## src/rtl/mux_rr_sched.sv

```systemverilog
// mux_rr_sched: chooses one of four requesting channels, steers an external 4:1 mux
// toward it, captures the mux output and holds that sample until the consumer accepts it.
//   clk       - sole clock; all state changes on its rising edge
//   rst       - synchronous active-high reset
//   req[3:0]  - per-channel requests (bit i = channel a/b/c/d)
//   sel[1:0]  - registered select driven to the downstream 4:1 mux
//   y_in      - mux output selected by sel
//   gnt[3:0]  - one-hot grant pulse to the served channel, high only in SELECT
//   out_data  - registered captured sample
//   out_valid - out_data holds a sample
//   out_ready - consumer accepts out_data when high together with out_valid
// Optional macro MUX_RR_SCHED_FIXED_PRIO_EN: fixed priority (channel 0 highest) instead of round-robin.
module mux_rr_sched #(
    parameter int DATA_W = 4
) (
    input  logic              clk,
    input  logic              rst,
    input  logic [3:0]        req,
    output logic [1:0]        sel,
    input  logic [DATA_W-1:0] y_in,
    output logic [3:0]        gnt,
    output logic [DATA_W-1:0] out_data,
    output logic              out_valid,
    input  logic              out_ready
);
    typedef enum logic [1:0] {IDLE, SELECT, HOLD} state_t;
    state_t r_state, w_next;
    logic [1:0] r_last, w_win;
`ifndef MUX_RR_SCHED_FIXED_PRIO_EN
    logic [1:0] w_idx;
`endif
    // The loop runs from lowest to highest priority, so the last hit wins.
    always_comb begin
        w_win = r_last;
`ifdef MUX_RR_SCHED_FIXED_PRIO_EN
        for (int k = 3; k >= 0; k--)
            if (req[k]) w_win = 2'(k);
`else
        w_idx = r_last;
        for (int k = 4; k >= 1; k--) begin
            w_idx = r_last + 2'(k);
            if (req[w_idx]) w_win = w_idx;
        end
`endif
    end
    always_comb begin
        w_next = r_state;
        w_next = (r_state == IDLE)   ? ((|req) ? SELECT : IDLE) :
                 (r_state == SELECT) ? HOLD :
                 (out_ready ? IDLE : HOLD);
    end
    assign gnt = (r_state == SELECT) ? (4'b0001 << sel) : 4'b0000;
    always_ff @(posedge clk) begin
        if (rst) begin
            r_state   <= IDLE;
            sel       <= 2'b00;
            r_last    <= 2'd3;
            out_data  <= '0;
            out_valid <= 1'b0;
        end else begin
            r_state <= w_next;
            if (r_state == IDLE && |req) sel <= w_win;
            if (r_state == SELECT) begin
                out_data  <= y_in;
                out_valid <= 1'b1;
            end
            if (r_state == HOLD && out_ready) begin
                out_valid <= 1'b0;
                r_last    <= sel;
            end
        end
    end
endmodule

```

## config.mk

```make
export PLATFORM = sky130hd
export DESIGN_NAME = mux_rr_sched
export DESIGN_NICKNAME = d
export VERILOG_FILES = /design/src/rtl/mux_rr_sched.sv
export SDC_FILE = /design/constraint.sdc
export NUM_CORES = 1
export LEC_CHECK = 0
export CORE_AREA = 4 4 41 43
export CTS_CLUSTER_DIAMETER = 200
export DETAILED_ROUTE_END_ITERATION = 8
export DIE_AREA = 0 0 45 47
export GPL_ROUTABILITY_DRIVEN = 0
export PLACE_DENSITY = 0.74
export RECOVER_POWER = 25
export SYNTH_ARGS = -nofsm -noshare
export SYNTH_HDL_FRONTEND = slang
export SYNTH_SLANG_ARGS = --single-unit
export TNS_END_PERCENT = 50
```

## constraint.sdc

```tcl
create_clock -name clk -period 1.7 [get_ports clk]
set_input_delay 0.255 -clock clk [delete_from_list [all_inputs] [get_ports clk]]
set_output_delay 0.255 -clock clk [all_outputs]
set_load 0.01 [all_outputs]
```

==> flow_metrics.tcl <==
set metrics [dict create \
    gr-total-overflow 0 \
    comb_power_share_pct 28.1 \
    crit_path_cell_trace "nor2b_1 -> buf_4 -> nor3b_1 -> dlygate4sd2_1" \
    viasPerCell 4.94 \
    worstSetupStartpoint "r_state[0]$_SDFF_PP0_" \
    synth_top_family_by_area "simple AND/OR/NAND/NOR gates" \
    tritoncts "done" \
    p_per_area_nw_per_um2 830 \
    holdCritStartpoint "out_data[1]$_SDFFE_PP0P_" \
    ant_nets 0 \
    crit_type "register to output port" \
    cts_hold_buf 0 \
    post_cts_buffers 0 \
    finalSetupViolations 0 \
    switching_share_pct 26.8 \
    grt_setup_unrepaired "false" \
    dp_hpwl_um 961 \
    final_common_cell "clkdlybuf4s50_1" \
    synth_fp_nets 71 \
    synth_seq_cells 11 \
    dr_total_vias 509 \
    fin_crit_ns 1.57 \
    grt_pass1_vias 471 \
    power_switching_uw 176 \
    synthSimpleGateAreaFrac_pct 28.7 \
    syn2layout_area_growth_pct 53.3 \
    ys_seq_area_share_pct 42.8 \
    synthAdderAreaFrac_pct 0 \
    cts_made_buffers 3 \
    fin_crit_sh_pct 92.3 \
    clkPwrFrac_pct 25.3 \
    grt_max_degree 8 \
    die_w_um 45 \
    drcViolationCount 0 \
    reg2reg_slack_ns 0.33 \
    ios 22 \
    cts.path.max_buffers 2 \
    yosysWarnings 0 \
    fill_cells 139 \
    grtUsageTotal_pct 12.9 \
    max_slew.worst_pin.slew_ns 0.381 \
    hold_viol 0 \
    cp_max_fo 5 \
    htreeDepth 1 \
    wl_per_cell_um 10.9 \
    final_core_util_pct 60.6 \
    ir_worst_vdd_uv 646 \
    antenna_found_initial 0 \
    netlist_instances 60 \
    outcome "complete, no violations" \
    final_cell_mix "clkdlybuf4s50_1, dfxtp_1, nor2_1" \
    max_cap_viol_count 0 \
    sequentialPowerShare_pct 46.6 \
    clock-sinks 11 \
    synth_cell_types 22 \
    seqCellArea_um2 220 \
    min_path_type "register to register" \
    grt_pass1_wl_mm 1.97 \
    p_int_uw 479 \
    worstPathArrival_ns 1.31 \
    p_leak_uw 0.000348 \
    fmaxAchievable_mhz 638 \
    die_y_um 47 \
    slowest_delay_ns 0.34 \
    die_area_um2 2120 \
    avgSynthCellArea_um2 8.57 \
    synth_compound_area_share_pct 16.5 \
    synth_xor_area_share_pct 0 \
    finClkSkew_ns 0.00141 \
    nNetsFinal 100 \
    reg2reg_from "r_state[0]$_SDFF_PP0_" \
    cts-root-buf "clkbuf_4" \
    fp.coreArea_um2 1300 \
    synth_area_um2 514 \
    slew_violations 0 \
    crit_path_top_delay_cell "dfxtp_1" \
    drt_iter0_markers 7 \
    rows 13 \
    end_kind "output port" \
    clk_latency_ns 0.25 \
    port_buffers 21 \
    synthMuxAreaShare_pct 7.79 \
    start_util_pct 39.5 \
    multi_input_area_um2 273 \
    firstDrtPassIters 4 \
    diodes 0 \
    start_kind "register" \
    clk_pin_slew_ns 0.07 \
    totalWireLength_mm 1.13 \
    layout-drive-gt1-share_pct 10.2 \
    fin_tns_setup_ns 0 \
    relSlewSlack_pct 73.9 \
    cp.required_ns 1.44 \
]
[path summary, 6_finish.rpt]
kind | endpoint | cells past startpoint
setup / recovery | gnt[0] | 4
hold reg to reg | out_data[1]$_SDFFE_PP0P_ | 2
hold / removal | out_data[1]$_SDFFE_PP0P_ | 2
setup reg to reg | sel[0]$_SDFFE_PP0P_ | 5
[sequential cells by signal, indices dropped and copies added, names as in the netlist]
register / cells
out_data: 4
out_valid: 1
r_last: 2
r_state: 2
sel: 2
[through the flow]
step	area, um2	setup WS, ns	total power (uW)	std cells	hold slack, ns
2_1_floorplan	514	0.461	399	60	0.402
3_3_place_gp	771	0.0711	498	99	0.475
3_5_place_dp	771	0.0124	502	99	0.483
4_1_cts	792	0.120	666	103	0.499
5_1_grt	788	0.0183	703	103	0.544
6_report	788	0.131	654	103	0.490
[critical path, delay by kind of cell (launching register included)]
kind	cells	cell delay, ns
simple gates	2	0.30
flops	1	0.34
buf+inv	2	0.42
[layout make-up]
class                           count  share of cell area [%]
Multi-Input combinational cell     44                    34.6
Clock buffer                        4                    3.33
Timing Repair Buffer               26                    30.3
Tap cell                           15                    2.38
Inverter                            3                    1.43
Sequential cell                    11                    27.9
[what timing repair did]
| action | 4_1_cts | 5_1_grt |
|---|---|---|
| endpoints found under the hold margin | 0 | 0 |
| gates resized for setup | 4 | 0 |
| setup endpoints to repair | 4 | 0 |
[cells by family after synthesis]
kind of cell           after synthesis
AO/OA/AOI/OAI                       10
buffers and inverters                5
flip-flops                          11
multiplexers                         4
AND/OR/NAND/NOR                     30
[metal layers]
metal	wire, um	vias to the layer above	track usage, %
li1	-	267	-
met3	52	2	3.45
met2	510	12	19.5
met4	9	0	5.26
met5	0	-	0
met1	552	228	17.4
[power by group through the flow]
stage,clock [uW],sequential [uW],combinational [uW]
final,165,305,184
after global routing,192,310,201
after CTS,172,305,189
after detailed placement,0,311,191
after global placement,0,310,188
after floorplan,0,315,83.8
[Yosys cell counts]
cell / count / share of area (%)
o41ai_4: 1 / 5.4
nand2_1: 7 / 5.1
buf_2: 2 / 1.9
nor2_2: 1 / 1.2
nor3_1: 3 / 2.9
o21ai_1: 2 / 1.9
dfxtp_1: 11 / 43
and3_1: 1 / 1.2
o21ai_0: 1 / 0.97
mux2i_1: 4 / 7.8
o211ai_1: 1 / 1.5
and3b_1: 1 / 1.7
a31oi_1: 1 / 1.2
a2111oi_0: 1 / 1.7
nand3_1: 1 / 0.97
a21oi_1: 2 / 1.9
nand2b_1: 2 / 2.4
nor2b_1: 3 / 3.7
inv_1: 3 / 2.2
nor3b_1: 2 / 2.9
nor2_1: 9 / 6.6
a32o_1: 1 / 1.9
No activity file was read; power rests on OpenSTA's default activity.
